<file path="src/rtl/uart_pkg.sv">
// Shared types and helpers for the UART receive path feeding the DDR3 write FIFO.
// Holds the receiver FSM state type, the baud divider and the parity rule.
package uart_pkg;

    typedef enum logic [2:0] {
        ST_IDLE   = 3'd0,
        ST_START  = 3'd1,
        ST_DATA   = 3'd2,
        ST_PARITY = 3'd3,
        ST_STOP   = 3'd4
    } rx_state_e;

    // Clock cycles per bit period (integer division, truncating).
    function automatic int unsigned bit_cyc(input int unsigned clk_freq, input int unsigned bps);
        return clk_freq / bps;
    endfunction

    // Expected parity bit for a data byte: even parity makes the total XOR zero.
    function automatic logic parity_bit(input logic [7:0] data, input logic odd);
        return (^data) ^ odd;
    endfunction

endpackage

</file>
<file path="src/rtl/uart_rx_byte.sv">
// Single-byte UART deserialiser: 2-flop synchroniser, start validation, mid-bit
// sampling, optional parity check and stop-bit check; one-cycle result pulses.
module uart_rx_byte
    import uart_pkg::*;
#(
    parameter int unsigned BIT_CYC    = 5208,
    parameter int unsigned PARITY_EN  = 0,
    parameter int unsigned PARITY_ODD = 0
) (
    input  logic       i_clk,
    input  logic       i_rst_n,
    input  logic       i_rx,
    output logic       o_byte_valid,
    output logic [7:0] o_byte_data,
    output logic       o_frame_err,
    output logic       o_parity_err,
    output rx_state_e  o_state
);

    localparam int unsigned CNT_W = (BIT_CYC > 2) ? $clog2(BIT_CYC) : 1;
    localparam logic [CNT_W-1:0] CNT_HALF = CNT_W'(BIT_CYC / 2);
    localparam logic [CNT_W-1:0] CNT_LAST = CNT_W'(BIT_CYC - 1);

    rx_state_e        r_state;
    rx_state_e        w_state_next;
    logic             r_sync1;
    logic             r_rx_s;
    logic             r_rx_d;
    logic [CNT_W-1:0] r_cnt;
    logic [2:0]       r_bit_idx;
    logic [7:0]       r_shift;
    logic             r_par_err;
    logic             r_byte_valid;
    logic [7:0]       r_byte_data;
    logic             r_frame_err;
    logic             r_parity_err;
    logic             w_fall;
    logic             w_sample;

    assign w_fall = r_rx_d & ~r_rx_s;

    always_ff @(posedge i_clk) begin
        if (!i_rst_n) begin
            r_state <= ST_IDLE;
        end else begin
            r_state <= w_state_next;
        end
    end

    // START samples at half a bit period; every later bit one full period on.
    always_comb begin
        w_state_next = r_state;
        w_sample     = 1'b0;
        case (r_state)
            ST_IDLE: begin
                if (w_fall) begin
                    w_state_next = ST_START;
                end
            end
            ST_START: begin
                w_sample = (r_cnt == CNT_HALF);
                if (w_sample) begin
                    w_state_next = r_rx_s ? ST_IDLE : ST_DATA;
                end
            end
            ST_DATA: begin
                w_sample = (r_cnt == CNT_LAST);
                if (w_sample && (r_bit_idx == 3'd7)) begin
                    w_state_next = (PARITY_EN != 0) ? ST_PARITY : ST_STOP;
                end
            end
            ST_PARITY: begin
                w_sample = (r_cnt == CNT_LAST);
                if (w_sample) begin
                    w_state_next = ST_STOP;
                end
            end
            ST_STOP: begin
                w_sample = (r_cnt == CNT_LAST);
                if (w_sample) begin
                    w_state_next = ST_IDLE;
                end
            end
            default: begin
                w_state_next = ST_IDLE;
            end
        endcase
    end

    always_ff @(posedge i_clk) begin
        if (!i_rst_n) begin
            r_sync1      <= 1'b1;
            r_rx_s       <= 1'b1;
            r_rx_d       <= 1'b1;
            r_cnt        <= '0;
            r_bit_idx    <= '0;
            r_shift      <= '0;
            r_par_err    <= 1'b0;
            r_byte_valid <= 1'b0;
            r_byte_data  <= '0;
            r_frame_err  <= 1'b0;
            r_parity_err <= 1'b0;
        end else begin
            r_sync1      <= i_rx;
            r_rx_s       <= r_sync1;
            r_rx_d       <= r_rx_s;
            r_byte_valid <= 1'b0;
            r_frame_err  <= 1'b0;
            r_parity_err <= 1'b0;

            if ((r_state == ST_IDLE) || w_sample) begin
                r_cnt <= '0;
            end else begin
                r_cnt <= r_cnt + CNT_W'(1);
            end

            if (w_sample) begin
                case (r_state)
                    ST_START: begin
                        r_bit_idx <= '0;
                        r_par_err <= 1'b0;
                    end
                    ST_DATA: begin
                        r_shift   <= {r_rx_s, r_shift[7:1]};
                        r_bit_idx <= r_bit_idx + 3'd1;
                    end
                    ST_PARITY: begin
                        r_par_err <= (r_rx_s != parity_bit(r_shift, PARITY_ODD != 0));
                    end
                    ST_STOP: begin
                        // A bad stop bit outranks a parity mismatch.
                        if (!r_rx_s) begin
                            r_frame_err <= 1'b1;
                        end else if (r_par_err) begin
                            r_parity_err <= 1'b1;
                        end else begin
                            r_byte_valid <= 1'b1;
                            r_byte_data  <= r_shift;
                        end
                    end
                    default: begin
                    end
                endcase
            end
        end
    end

    assign o_byte_valid = r_byte_valid;
    assign o_byte_data  = r_byte_data;
    assign o_frame_err  = r_frame_err;
    assign o_parity_err = r_parity_err;
    assign o_state      = r_state;

endmodule

</file>
<file path="src/rtl/uart_rx_packer.sv">
// UART receiver front end for the DDR3 write FIFO: packs received bytes into
// FIFO words, reports line errors and overflow, and flushes stale partial words.
module uart_rx_packer
    import uart_pkg::*;
#(
    parameter int unsigned CLK_FREQ      = 50_000_000,
    parameter int unsigned UART_BPS      = 9600,
    parameter int unsigned FIFO_WR_BYTE  = 4,
    parameter int unsigned FIFO_WR_WIDTH = 8 * FIFO_WR_BYTE,
    parameter int unsigned MSB_FIRST     = 1,
    parameter int unsigned PARITY_EN     = 0,
    parameter int unsigned PARITY_ODD    = 0,
    parameter int unsigned IDLE_TO       = 0
) (
    input  logic                     clk,
    input  logic                     rst_n,
    input  logic                     rx,
    input  logic                     fifo_full,
    output logic [FIFO_WR_WIDTH-1:0] fifo_wr_data,
    output logic                     fifo_wr_en,
    output logic                     frame_err,
    output logic                     parity_err,
    output logic                     overflow,
    output logic                     timeout
);

    localparam int unsigned BIT_CYC   = bit_cyc(CLK_FREQ, UART_BPS);
    localparam int unsigned IDLE_CYC  = IDLE_TO * BIT_CYC;
    localparam logic [31:0] IDLE_LAST = (IDLE_TO == 0) ? 32'd0 : 32'(IDLE_CYC - 1);
    localparam int unsigned CNT_W     = $clog2(FIFO_WR_BYTE + 1);

    logic                     w_byte_valid;
    logic [7:0]               w_byte_data;
    logic                     w_frame_err;
    logic                     w_parity_err;
    rx_state_e                w_rx_state;
    logic                     w_rx_idle;
    logic [FIFO_WR_WIDTH-1:0] w_word_ins;
    logic [CNT_W-1:0]         w_count_inc;
    logic                     w_word_done;
    logic                     w_to_hit;

    logic [FIFO_WR_WIDTH-1:0] r_word;
    logic [CNT_W-1:0]         r_count;
    logic [31:0]              r_idle_cnt;
    logic [FIFO_WR_WIDTH-1:0] r_wr_data;
    logic                     r_wr_en;
    logic                     r_frame_err;
    logic                     r_parity_err;
    logic                     r_overflow;
    logic                     r_timeout;

    uart_rx_byte #(
        .BIT_CYC    (BIT_CYC),
        .PARITY_EN  (PARITY_EN),
        .PARITY_ODD (PARITY_ODD)
    ) u_rx_byte (
        .i_clk        (clk),
        .i_rst_n      (rst_n),
        .i_rx         (rx),
        .o_byte_valid (w_byte_valid),
        .o_byte_data  (w_byte_data),
        .o_frame_err  (w_frame_err),
        .o_parity_err (w_parity_err),
        .o_state      (w_rx_state)
    );

    assign w_rx_idle   = (w_rx_state == ST_IDLE);
    assign w_count_inc = r_count + CNT_W'(1);
    assign w_word_done = (w_count_inc == CNT_W'(FIFO_WR_BYTE));
    assign w_to_hit    = (IDLE_TO != 0) && w_rx_idle && (r_count != '0) && (r_idle_cnt == IDLE_LAST);

    always_comb begin
        w_word_ins = '0;
        if (MSB_FIRST != 0) begin
            w_word_ins = (r_word << 8) | FIFO_WR_WIDTH'(w_byte_data);
        end else begin
            w_word_ins = (r_word >> 8) | (FIFO_WR_WIDTH'(w_byte_data) << (FIFO_WR_WIDTH - 8));
        end
    end

    // fifo_wr_en is a bare one-cycle strobe with no ready: fifo_full is the only
    // back-pressure, and a word that meets a full FIFO is dropped with overflow.
    always_ff @(posedge clk) begin
        if (!rst_n) begin
            r_word       <= '0;
            r_count      <= '0;
            r_idle_cnt   <= '0;
            r_wr_data    <= '0;
            r_wr_en      <= 1'b0;
            r_frame_err  <= 1'b0;
            r_parity_err <= 1'b0;
            r_overflow   <= 1'b0;
            r_timeout    <= 1'b0;
        end else begin
            r_wr_en      <= 1'b0;
            r_overflow   <= 1'b0;
            r_timeout    <= 1'b0;
            r_frame_err  <= w_frame_err;
            r_parity_err <= w_parity_err;

            if (w_frame_err || w_parity_err) begin
                r_word  <= '0;
                r_count <= '0;
            end else if (w_byte_valid) begin
                if (w_word_done) begin
                    r_word  <= '0;
                    r_count <= '0;
                    if (fifo_full) begin
                        r_overflow <= 1'b1;
                    end else begin
                        r_wr_en   <= 1'b1;
                        r_wr_data <= w_word_ins;
                    end
                end else begin
                    r_word  <= w_word_ins;
                    r_count <= w_count_inc;
                end
            end else if (w_to_hit) begin
                r_timeout <= 1'b1;
                r_word    <= '0;
                r_count   <= '0;
            end

            // Leaving IDLE (a falling edge on rx) restarts the idle window.
            if (!w_rx_idle || (r_count == '0) || w_to_hit) begin
                r_idle_cnt <= '0;
            end else begin
                r_idle_cnt <= r_idle_cnt + 32'd1;
            end
        end
    end

    assign fifo_wr_data = r_wr_data;
    assign fifo_wr_en   = r_wr_en;
    assign frame_err    = r_frame_err;
    assign parity_err   = r_parity_err;
    assign overflow     = r_overflow;
    assign timeout      = r_timeout;

endmodule

</file>
<file path="config.mk">
export PLATFORM = sky130hd
export DESIGN_NAME = uart_rx_packer
export DESIGN_NICKNAME = d
export VERILOG_FILES = /design/src/rtl/uart_pkg.sv /design/src/rtl/uart_rx_byte.sv /design/src/rtl/uart_rx_packer.sv
export SDC_FILE = /design/constraint.sdc
export NUM_CORES = 1
export LEC_CHECK = 0
export BUFFER_PORTS_ARGS = -buffer_cell sky130_fd_sc_hd__buf_2
export CAP_MARGIN = 30
export CORE_MARGIN = 3
export CORE_UTILIZATION = 41
export CTS_CLUSTER_SIZE = 30
export DETAILED_ROUTE_END_ITERATION = 8
export GPL_TIMING_DRIVEN = 0
export HOLD_SLACK_MARGIN = 0.02
export SYNTH_ARGS = -nofsm -noshare
export SYNTH_HDL_FRONTEND = slang
export SYNTH_SLANG_ARGS = --single-unit
</file>
<file path="constraint.sdc">
create_clock -name clk -period 5.74 [get_ports clk]
set_clock_uncertainty 0.05 [all_clocks]
set_input_delay 0.861 -clock clk [delete_from_list [all_inputs] [get_ports clk]]
set_output_delay 0.861 -clock clk [all_outputs]
set_load 0.02 [all_outputs]
</file>
# ---- After elaboration in Yosys (flattened, before gate mapping)
# Cells that the tools add are included.
dict set report op_classes {
  eq_ne 14
  reduce_logical 19
  add_sub_neg 3
  bitwise 9
  mux 17
}
# op n
set ops {}
lappend ops {{$or 32x8->32} 1}
lappend ops {{$mux 24} 1}
lappend ops {{$mux 3} 6}
lappend ops {{$pmux 3 s5} 1}
lappend ops {{$add 13x1->13 const B} 1}
lappend ops {{$eq 13x12->1 const B} 1}
lappend ops {{$eq 13x13->1 const B} 1}
lappend ops {{$reduce_and 4->1} 3}
lappend ops {{$ne 2x1->1 const B} 5}
lappend ops {{$eq 3x3->1 const B} 3}
lappend ops {{$reduce_xor 8->1} 1}
lappend ops {{$not 1->1} 7}
lappend ops {{$add 3x1->3 const B} 2}
lappend ops {{$eq 3x2->1 const B} 2}
lappend ops {{$pmux 3 s2} 1}
lappend ops {{$reduce_and 2->1} 3}
lappend ops {{$mux 1} 5}
lappend ops {{$reduce_and 5->1} 1}
lappend ops {{$pmux 1 s2} 2}
lappend ops {{$reduce_bool 2->1} 2}
lappend ops {{$reduce_or 2->1} 2}
lappend ops {{$reduce_or 4->1} 1}
lappend ops {{$eq 3x1->1 const B} 1}
lappend ops {{$logic_not 3->1} 1}
lappend ops {{other kinds (7)} 8}
dict set report totals {
  inputBits 4
  out_inout_bits 37
  reg_bits 105
  elab_cells 81
}

# ---- Longest topological paths before layout
# Gate-level depths: netlist (run 1).
dict set report logic_depth {
  depth_word 5
  ltp_mapped 8
  mapped_depth_nobuf 6
}

# ---- Cells and area by module
# Synthesis (run 1) repeated with hierarchy kept, for this count alone.
dict set report unflattened {
  hier_cells 495
  hier_area_um2 4521.8
}
# mod cells_each area_per_inst_um2 seq_area_each_um2 instances
set by_module_without_submodules {}
lappend by_module_without_submodules {uart_rx_packer 275 2543.7 1261.2 1}
lappend by_module_without_submodules {uart_rx_byte 220 1978.1 840.8 1}

# ---- Worst setup path after synthesis (run 1)
# No wires, ideal clock.
dict set report synth_path {
  path_type {input to register}
  start {input port fifo_full}
  end {register r_wr_data[10], in the netlist fifo_wr_data[10]}
  path_stages 5
  required_time_ns 5.558
  path_buffers 2
  slack_ns 3.718
  setup_time_ns 0.132
  arrival_ns 1.839
  path_cell_list {or4_1 -> clkbuf_1 -> clkbuf_1 -> nand2_1 -> a21oi_1}
}
dict set report synth_via {
  elab_chain_cells 2
}
# element line_no
set synth_lines {}
lappend synth_lines {{start, declared} uart_rx_packer.sv:18} ;# input logic fifo_full,
lappend synth_lines {{$not 1->1 (no line)} --}
lappend synth_lines {{$reduce_and 4->1 (no line)} --}
lappend synth_lines {{end signal, assigned} uart_rx_packer.sv:113} ;# r_wr_data <= w_word_ins;
lappend synth_lines {{end, declared} uart_rx_packer.sv:46} ;# logic [FIFO_WR_WIDTH-1:0] r_wr_data;
# No other way between the ends.
# A chain may end at the register's enable or synchronous reset.

# ---- Final worst setup path (run 1)
dict set report layout_path {
  start {register r_count[0]}
  end {register r_wr_data[23], in the netlist fifo_wr_data[23]}
}
dict set report layout_via {
  elab_chain_cells 3
}
# element line_no
set layout_lines {}
lappend layout_lines {{start, declared} uart_rx_packer.sv:44} ;# logic [CNT_W-1:0] r_count;
lappend layout_lines {{start signal, assigned} uart_rx_packer.sv:117} ;# r_count <= w_count_inc;
lappend layout_lines {{$add 3x1->3} uart_rx_packer.sv:69} ;# assign w_count_inc = r_count + CNT_W'(1);
lappend layout_lines {{$eq 3x3->1} uart_rx_packer.sv:70} ;# assign w_word_done = (w_count_inc == CNT_W'(FIFO_WR_BYTE));
lappend layout_lines {{$reduce_and 4->1 (no line)} --}
# No other way between the ends.

==> flow_metrics.env, run 1 <==
export IMPL_relSlewSlack_pct=64.9
export IMPL_grt_antenna_before_repair=0
export IMPL_synth_fp_nets=503
export IMPL_synth_compound_area_share_pct=10.7
export IMPL_crit_path_cell_trace="ha_1, ha_1, nand2_1, or4_1, clkbuf_1, clkbuf_1, nand2_1, a21oi_1"
export IMPL_drive_gt1_share_pct=13.2
export IMPL_core_rowCount=36
export IMPL_finalHoldViolations=0
export IMPL_synth_simple_area_share_pct=28.0
export IMPL_n_fill_cell=995
export IMPL_clock_sinks=105
export IMPL_multiInputGateArea_um2=2030
export IMPL_clk_latency_ps=380
export IMPL_synthXorXnorAreaFrac_pct=3.55
export IMPL_chipHeight_um=109
export IMPL_cp_end_kind="flip-flop"
export IMPL_clkTransAtPathRegs_ps=110
export IMPL_fin_crit_ps=2270
export IMPL_yosysWarnings=0
export IMPL_dr_pass1_iters=4
export IMPL_die_w_um=109
export IMPL_vias=3429
export IMPL_nNetsFinal=553
export IMPL_portBuffers=39
export IMPL_drt_wl_total_um=9600
export IMPL_path_class="reg2reg"
export IMPL_ys_seq_area_share_pct=48.5
export IMPL_synthAdderAreaFrac_pct=2.02
export IMPL_synthFlopType="dfxtp_1"
export IMPL_seq_area_um2=2100
export IMPL_crit_family="simple AND/OR/NAND/NOR gates"
export IMPL_fin_crit_sh_pct=39.5
export IMPL_post_place_ws_ps=3350
export IMPL_cp_data_required_time_ps=5940
export IMPL_finalSetupViolCount=0
export IMPL_max_cap_viol_count=0
export IMPL_critPathMaxFanout=10
export IMPL_max_freq_mhz=441
export IMPL_worst_setup_path_start_kind="flip-flop"
export IMPL_ctsResizeCount=0
export IMPL_crit_arrival_ps=2460
export IMPL_fin_total_pwr_uw=1220
export IMPL_worst_slack_ps=3470
export IMPL_synth_top_family_by_area="simple AND/OR/NAND/NOR gates"
export IMPL_vdd_ir_drop_max_v=0.000113
export IMPL_cts_buffer_depth=2
export IMPL_dpl_hpwl_um=6900
export IMPL_syn_area_per_cell_um2=8.81
export IMPL_antenna_cells=0
export IMPL_setup_tns_ps=0
export IMPL_tritoncts="built"
export IMPL_initial_core_util_pct=43.2
export IMPL_muxShareOfSynthArea_pct=2.54
export IMPL_post_drt_via_cell_ratio=5.04
export IMPL_rsz0062_at_grt="false"
export IMPL_ant_nets=0
export IMPL_p_per_area_nw_per_um2=249
export IMPL_clockRootBuffer="clkbuf_8"
export IMPL_synthArstFlopShare_pct=0
export IMPL_post_cts_buffers=0
export IMPL_crit_slowest_cell="or4_1"
export IMPL_slew_viol_final=0
export IMPL_drtIter0Drc=113
export IMPL_layout_common_cells="105 x dfxtp_1, 68 x nand2_1, 65 x a21oi_1, 44 x buf_2, 27 x clkbuf_1"
export IMPL_overflow=0
export IMPL_final_common_cell="dfxtp_1"
export IMPL_syn2layout_area_growth_pct=13.1
export IMPL_path_buf_inv=2
export IMPL_synthCells=492
export IMPL_syn_cell_area_um2=4340
export IMPL_die_area_um2=11800
export IMPL_ioPinCount=41
export IMPL_synth_seq_cells=105
export IMPL_cts_hold_buf=0
export IMPL_core_area_um2=10000
export IMPL_tightestPinTransition_ps=526
export IMPL_wire_per_inst_um=14.1
export IMPL_p_leak_uw=0.00176
export IMPL_cts_inserted_buffers=9
export IMPL_max_stage_delay_ps=410
export IMPL_route_detailed_drc=0
export IMPL_synth_distinct_cells=47
export IMPL_gp_congestion=0.825
export IMPL_synth_edf_count=0
export IMPL_worstHoldPathType="reg2reg"
export IMPL_status="complete, no violations"
export IMPL_grt_max_degree=22
export IMPL_ctsHtreeMaxLevel=3
export IMPL_grt_pass1_vias=3347
export IMPL_utilization_pct=48.8
export IMPL_grt_pass1_wl_um=16000
export IMPL_grtUsageTotal_pct=17.0
## flip-flops by register name, summed over array words and instances (netlist names), 3 cells and up
name,flops
u_rx_byte.o_state,3
fifo_wr_data,32
r_count,3
u_rx_byte.o_byte_data,8
u_rx_byte.r_bit_idx,3
u_rx_byte.r_shift,8
r_word,24
u_rx_byte.r_cnt,13
## worst reg2reg max path: cells and delay by family (launching register included)
| kind | cells | cell delay [ps] |
|---|---|---|
| buffers and inverters | 2 | 480 |
| and+or+nand+nor | 3 | 680 |
| adders and majority gates | 2 | 510 |
| AOI/OAI and AO/OA | 1 | 60 |
| DFF | 1 | 370 |
## metrics by stage
stage,hold WS [ps],std cells,cell area [µm²]
6_report,390,680,4900
2_1_floorplan,336,492,4340
4_1_cts,399,680,4900
3_5_place_dp,360,664,4700
3_3_place_gp,342,664,4700
5_1_grt,420,680,4900
## path summary, 6_finish.rpt
check / slack (ps) / end / startpoint / cells past startpoint
setup reg to reg: 3470 / fifo_wr_data[23] / r_count[0] / 8
hold / removal: 390 / u_rx_byte.r_rx_s / u_rx_byte.r_sync1 / 1
hold reg to reg: 390 / u_rx_byte.r_rx_s / u_rx_byte.r_sync1 / 1
setup / recovery: 3470 / fifo_wr_data[23] / r_count[0] / 8
## kinds of logic after synthesis
family | after synthesis
multiplexers | 11
AO/OA/AOI/OAI | 86
flip-flops | 105
adder cells (fa/ha/maj) | 7
buffers and inverters | 48
XOR/XNOR | 16
other | 1
AND/OR/NAND/NOR | 218
## synth_stat cells (3+ instances only)
master	number	area [µm²]
or3_1	3	18.8
dfxtp_1	105	2100
o21ai_0	3	15.0
buf_2	5	25.0
and4bb_2	5	62.6
and3_1	4	25.0
mux2i_1	11	110
clkbuf_1	27	101
nand3_1	19	95.1
a21oi_1	65	325
xor2_1	10	87.6
nand3b_1	24	180
nor3_1	16	80.1
nand4_1	10	62.6
nor2_1	21	78.8
o21ai_1	8	40.0
o21a_1	5	37.5
nand2_1	68	255
nor4bb_1	3	30.0
inv_1	11	41.3
xnor2_1	5	43.8
ha_1	7	87.6
and2_1	3	18.8
nand2b_1	26	163
## metal layers
metal	global-route usage (%)	routed length, µm
met4	4.60	76
met5	0	0
met1	22.2	4670
met3	3.37	324
met2	28.8	4520
## cell type report
| type | instances | share of cell area, % |
|---|---|---|
| multi-input cells | 339 | 41.5 |
| plain buffers | 37 | 3.22 |
| well taps | 133 | 3.39 |
| clock inverters | 7 | 1.66 |
| inverters | 11 | 0.842 |
| repair buffers | 39 | 3.98 |
| clock buffers | 9 | 2.53 |
| flip-flops and latches | 105 | 42.9 |
## power breakdown
part	total (µW)	switching, µW	internal, µW
clock	467	291	176
sequential	732	1.90	730
combinational	23.7	17.6	6.11
total	1220	311	912
No activity file was read; power rests on OpenSTA's default activity.
==> run 2: changes to the inputs <==
--- a/config.mk
+++ b/config.mk
@@ -5,6 +5,7 @@
 export SDC_FILE = /design/constraint.sdc
 export NUM_CORES = 1
 export LEC_CHECK = 0
+export ABC_AREA = 1
 export BUFFER_PORTS_ARGS = -buffer_cell sky130_fd_sc_hd__buf_2
 export CAP_MARGIN = 30
 export CORE_MARGIN = 3
==> constraint.sdc (replaced) <==
create_clock -name clk -period 2.38 [get_ports clk]
set_clock_uncertainty 0.05 [all_clocks]
set_input_delay 0.357 -clock clk [delete_from_list [all_inputs] [get_ports clk]]
set_output_delay 0.357 -clock clk [all_outputs]
set_load 0.02 [all_outputs]
==> run 2 against run 1 <==
Compared with the run above: critical endpoint unchanged; sequential cell count unchanged; fmax up 11%; final cell count up 17%; critical path depth down 2; synthesized cell count up 23%; die area up 2.7%; first-iteration DRC count up 26%; non-clock buffer count down 14; critical path type unchanged; combinational power rose to 17 times the previous value; global-route usage down 0.51 points; sequential power rose to 2.5 times the previous value; design area up 2.3%.
==> flow_metrics.env, run 2 <==
export IMPL_grt_pass1_wl_um=16000
export IMPL_crit_path_cell_trace="ha_1, ha_1, nand4_1, clkbuf_1, clkbuf_1, a21oi_1"
export IMPL_finalHoldViolations=0
export IMPL_synth_simple_area_share_pct=25.6
export IMPL_grt_antenna_before_repair=0
export IMPL_synth_seq_cells=105
export IMPL_portBuffers=39
export IMPL_fin_crit_ps=2040
export IMPL_cts_inserted_buffers=9
export IMPL_nNetsFinal=668
export IMPL_largest_register_ff_count=32
export IMPL_initial_core_util_pct=42.6
export IMPL_yosys_top_cells_area="dfxtp_1 47%, nand2_1 11%, inv_1 7.2%"
export IMPL_worstHoldPathType="in2reg"
export IMPL_grt_max_degree=21
export IMPL_p_leak_uw=0.00204
export IMPL_core_area_um2=10500
export IMPL_clock_sinks=105
export IMPL_synthCells=607
export IMPL_post_cts_buffers=0
export IMPL_synth_fp_nets=618
export IMPL_critPathMaxFanout=10
export IMPL_vias=3745
export IMPL_cp_data_required_time_ps=2580
export IMPL_synth_compound_area_share_pct=12.7
export IMPL_max_cap_viol_count=0
export IMPL_yosysMostFrequentCell="nand2_1"
export IMPL_setup_tns_ps=0
export IMPL_drt_wl_total_um=9280
export IMPL_synth_top_family_by_area="simple AND/OR/NAND/NOR gates"
export IMPL_drive_gt1_share_pct=13.4
export IMPL_ys_seq_area_share_pct=47.2
export IMPL_max_stage_delay_ps=420
export IMPL_critPathLaunch="r_count[0]"
export IMPL_cts_hold_buf=0
export IMPL_die_w_um=110
export IMPL_core_rowCount=37
export IMPL_route_detailed_drc=0
export IMPL_utilization_pct=47.9
export IMPL_vdd_ir_drop_max_v=0.000340
export IMPL_wire_per_inst_um=11.6
export IMPL_synth_distinct_cells=34
export IMPL_synth_top_cell_area_share_pct=47.2
export IMPL_antenna_cells=0
export IMPL_p_per_area_nw_per_um2=660
export IMPL_ant_nets=0
export IMPL_synthAdderAreaFrac_pct=1.96
export IMPL_ctsHtreeMaxLevel=3
export IMPL_muxShareOfSynthArea_pct=0
export IMPL_max_freq_mhz=489
export IMPL_clk_latency_ps=380
export IMPL_chipHeight_um=110
export IMPL_post_drt_via_cell_ratio=4.69
export IMPL_cts_buffer_depth=2
export IMPL_dpl_hpwl_um=7120
export IMPL_synth_edf_count=0
export IMPL_layout_common_cells="131 x nand2_1, 105 x dfxtp_1, 86 x inv_1, 67 x nor2_1, 61 x a21oi_1"
export IMPL_syn_area_per_cell_um2=7.34
export IMPL_synthArstFlopShare_pct=0
export IMPL_hold_start="rx"
export IMPL_grtUsageTotal_pct=16.5
export IMPL_cp_end_kind="flip-flop"
export IMPL_syn2layout_area_growth_pct=12.5
export IMPL_clkTransAtPathRegs_ps=100
export IMPL_crit_slowest_cell="clkbuf_1"
export IMPL_final_common_cell="nand2_1"
export IMPL_tritoncts="built"
export IMPL_dr_pass1_iters=4
export IMPL_path_class="reg2reg"
export IMPL_drtIter0Drc=142
export IMPL_synth_largest_area_cell="dfxtp_1"
export IMPL_slew_viol_final=0
export IMPL_timing_rr_start="r_count[0]"
export IMPL_worst_setup_path_start_kind="flip-flop"
export IMPL_synthXorXnorAreaFrac_pct=1.96
export IMPL_yosysWarnings=0
export IMPL_ioPinCount=41
export IMPL_grt_pass1_vias=3652
export IMPL_crit_arrival_ps=2240
export IMPL_finalSetupViolCount=0
export IMPL_overflow=0
export IMPL_rsz0062_at_grt="false"
export IMPL_syn_cell_area_um2=4460
export IMPL_fin_crit_sh_pct=85.9
export IMPL_status="complete, no violations"
export IMPL_ctsResizeCount=0
export IMPL_synthTopCellsByCount="131 x nand2_1, 105 x dfxtp_1, 86 x inv_1"
export IMPL_synthFlopType="dfxtp_1"
export IMPL_clockRootBuffer="clkbuf_8"
export IMPL_die_area_um2=12200
export IMPL_gp_congestion=0.856
## run 2: cell count changes after synthesis, moves of 24 or more
cell	before	now
inv_1	11	86
nand2_1	68	131
nor2_1	21	67
o21ai_0	3	44
nand2b_1	26	0
nand3b_1	24	0
## run 2: metrics by stage
stage	cells	total power (µW)	hold slack, ps	setup WS, ps	area, µm²
6_report	798	3310	119	336	5010
5_1_grt	798	3500	119	92.6	5010
4_1_cts	798	3350	114	234	5010
3_5_place_dp	782	2270	359	255	4820
3_3_place_gp	782	2260	350	355	4820
2_1_floorplan	607	2190	343	767	4460
## run 2: kinds of logic after synthesis
group / Yosys count
other: 1
buffers and inverters: 117
AO/OA/AOI/OAI: 110
adder cells (fa/ha/maj): 7
AND/OR/NAND/NOR: 257
XOR/XNOR: 10
flip-flops: 105
## run 2: critical path: cells and delay by family (launching register included)
| family | cells | cell delay (ps) |
|---|---|---|
| buffers and inverters | 2 | 810 |
| adders and majority gates | 2 | 450 |
| DFF | 1 | 340 |
| AOI/OAI and AO/OA | 1 | 140 |
| and+or+nand+nor | 1 | 120 |
## run 2: final timing paths
check,end,slack (ps),depth (start not counted)
setup / recovery,fifo_wr_data[23],340,6
hold / removal,u_rx_byte.r_sync1,120,2
setup reg to reg,fifo_wr_data[23],340,6
hold reg to reg,u_rx_byte.r_rx_s,380,1
## run 2: metal layers
| metal | vias to the layer above | GRT usage, % | part of all wire, % |
|---|---|---|---|
| li1 | 2011 | - | - |
| met1 | 1664 | 19.7 | 47 |
| met2 | 50 | 29.4 | 48 |
| met3 | 20 | 2.80 | 3.0 |
| met4 | 0 | 6.60 | 2.5 |
| met5 | - | 0 | 0 |
## run 2: layout make-up
cell class,count,area (µm²)
flip-flops and latches,105,2100
well taps,136,170
fillers,1075,5450
multi-input cells,385,1890
inverters,94,358
plain buffers,23,113
clock inverters,7,67.6
repair buffers,39,195
clock buffers,9,124
## run 2: power by group
part | switching (µW) | internal, µW | total (µW) | leakage (µW)
combinational | 277 | 129 | 406 | 0.00110
sequential | 43.7 | 1780 | 1830 | 0.000846
clock | 667 | 410 | 1080 | 0.0000997
==> run 3: changes to the inputs <==
==> constraint.sdc (replaced) <==
create_clock -name clk -period 2.2 [get_ports clk]
set_clock_uncertainty 0.05 [all_clocks]
set_input_delay 0.33 -clock clk [delete_from_list [all_inputs] [get_ports clk]]
set_output_delay 0.33 -clock clk [all_outputs]
set_load 0.02 [all_outputs]
==> run 3 against run 2 <==
Compared with the run above: die area unchanged; critical path depth is the same; wire length about the same; fmax increased by 8.6%; first-iteration DRC count unchanged; register-to-register slack worse by 20 ps; sequential share of layout area barely moved; final cell count unchanged; via count is the same.
==> flow_metrics.env, run 3 (synthesized netlist as in run 2, its figures left out) <==
export IMPL_finalSetupViolCount=0
export IMPL_placed_area_um2=4820
export IMPL_status="complete, no violations"
export IMPL_cts_inserted_buffers=9
export IMPL_clkTransAtPathRegs_ps=100
export IMPL_finalInstanceArea_um2=5020
export IMPL_dr_pass1_iters=4
export IMPL_worst_setup_path_start_kind="flip-flop"
export IMPL_cts_buffer_depth=2
export IMPL_n_fill_cell=1074
export IMPL_fin_crit_ps=1880
export IMPL_fin_crit_sh_pct=85.6
export IMPL_wire_per_inst_um=11.6
export IMPL_overflow=0
export IMPL_core_rowCount=37
export IMPL_vdd_ir_drop_max_v=0.000368
export IMPL_drive_gt1_share_pct=13.6
export IMPL_dpl_hpwl_um=7120
export IMPL_clock_sinks=105
export IMPL_gp_congestion=0.856
export IMPL_worstHoldPathType="in2reg"
export IMPL_grt_max_degree=21
export IMPL_crit_arrival_ps=2080
export IMPL_slew_viol_final=0
export IMPL_grtUsageTotal_pct=16.5
export IMPL_clockRootBuffer="clkbuf_8"
export IMPL_cts_hold_buf=0
export IMPL_route_detailed_drc=0
export IMPL_core_area_um2=10500
export IMPL_largest_register_ff_count=32
export IMPL_clk_latency_ps=370
export IMPL_ioPinCount=41
export IMPL_die_area_um2=12200
export IMPL_cp_data_required_time_ps=2400
export IMPL_grt_antenna_before_repair=0
export IMPL_path_class="reg2reg"
export IMPL_antenna_cells=0
export IMPL_max_freq_mhz=531
export IMPL_finalHoldViolations=0
export IMPL_ant_nets=0
export IMPL_vias=3745
export IMPL_drt_wl_total_um=9290
export IMPL_portBuffers=39
export IMPL_p_leak_uw=0.00204
export IMPL_fin_total_pwr_uw=3580
export IMPL_p_per_area_nw_per_um2=714
export IMPL_ctsHtreeMaxLevel=3
export IMPL_cp_end_kind="flip-flop"
export IMPL_grt_pass1_vias=3652
export IMPL_critPathMaxFanout=10
export IMPL_grt_pass1_wl_um=16000
export IMPL_utilization_pct=47.9
export IMPL_nNetsFinal=668
export IMPL_rsz0062_at_grt="false"
export IMPL_post_drt_via_cell_ratio=4.69
export IMPL_die_w_um=110
export IMPL_layout_common_cells="131 x nand2_1, 105 x dfxtp_1, 86 x inv_1, 67 x nor2_1, 61 x a21oi_1"
export IMPL_initial_core_util_pct=42.6
export IMPL_syn2layout_area_growth_pct=12.5
export IMPL_setup_tns_ps=0
export IMPL_max_cap_viol_count=0
export IMPL_chipHeight_um=110
export IMPL_drtIter0Drc=142
export IMPL_final_common_cell="nand2_1"
export IMPL_tritoncts="built"
## run 3: cell counts in the layout (fill, tap and decap cells not counted)
Identical to the previous run, type by type.
## run 3: timing repair
action	CTS	global route
setup buffers	0	0
resized for setup	0	2
endpoints found under the setup margin	0	11
endpoints found under the hold margin	0	0
## run 3: layout make-up
type	instances	area, µm²	share of cell area, %
sequential	105	2100	41.9
multi-input combinational	385	1890	37.6
inverter	94	358	7.13
timing repair buffer	39	195	3.89
tap	136	170	3.39
clock buffer	9	124	2.47
buffer	23	114	2.27
clock inverter	7	67.6	1.35
## run 3: layer usage
metal | vias to the layer above | track usage, % | part of all wire, %
li1 | 2011 | - | -
met1 | 1664 | 19.7 | 47
met4 | 0 | 6.60 | 2.5
met2 | 50 | 29.4 | 48
met5 | - | 0 | 0
met3 | 20 | 2.80 | 3.1
## run 3: metrics by stage
| step | instances | setup WS [ps] | hold WS (ps) |
|---|---|---|---|
| 2_1_floorplan | 607 | 587 | 343 |
| 3_3_place_gp | 782 | 175 | 350 |
| 3_5_place_dp | 782 | 75.3 | 359 |
| 4_1_cts | 798 | 54.1 | 86.7 |
| 5_1_grt | 798 | 106 | 92.0 |
| 6_report | 798 | 317 | 92.5 |
## run 3: report_power, final
group          leakage, µW  internal [µW]  switching, µW
logic              0.00110            140            300
registers         0.000846           1930           47.3
clock network    0.0000997            444            721
total              0.00204           2510           1070
## run 3: worst paths after layout
path                            cells past startpoint  slack (ps)              start           endpoint
worst max register to register                      6         320         r_count[0]   fifo_wr_data[23]
worst max-delay path                                6         320         r_count[0]   fifo_wr_data[23]
worst min register to register                      1         380  u_rx_byte.r_sync1   u_rx_byte.r_rx_s
worst min-delay path                                2          90                 rx  u_rx_byte.r_sync1
## run 3: critical path, cell delays in order, from the launching register on
cell	delay, ps
dfxtp_1	350
ha_1	220
ha_1	230
nand4_1	120
clkbuf_2	250
clkbuf_1	400
a21oi_1	140
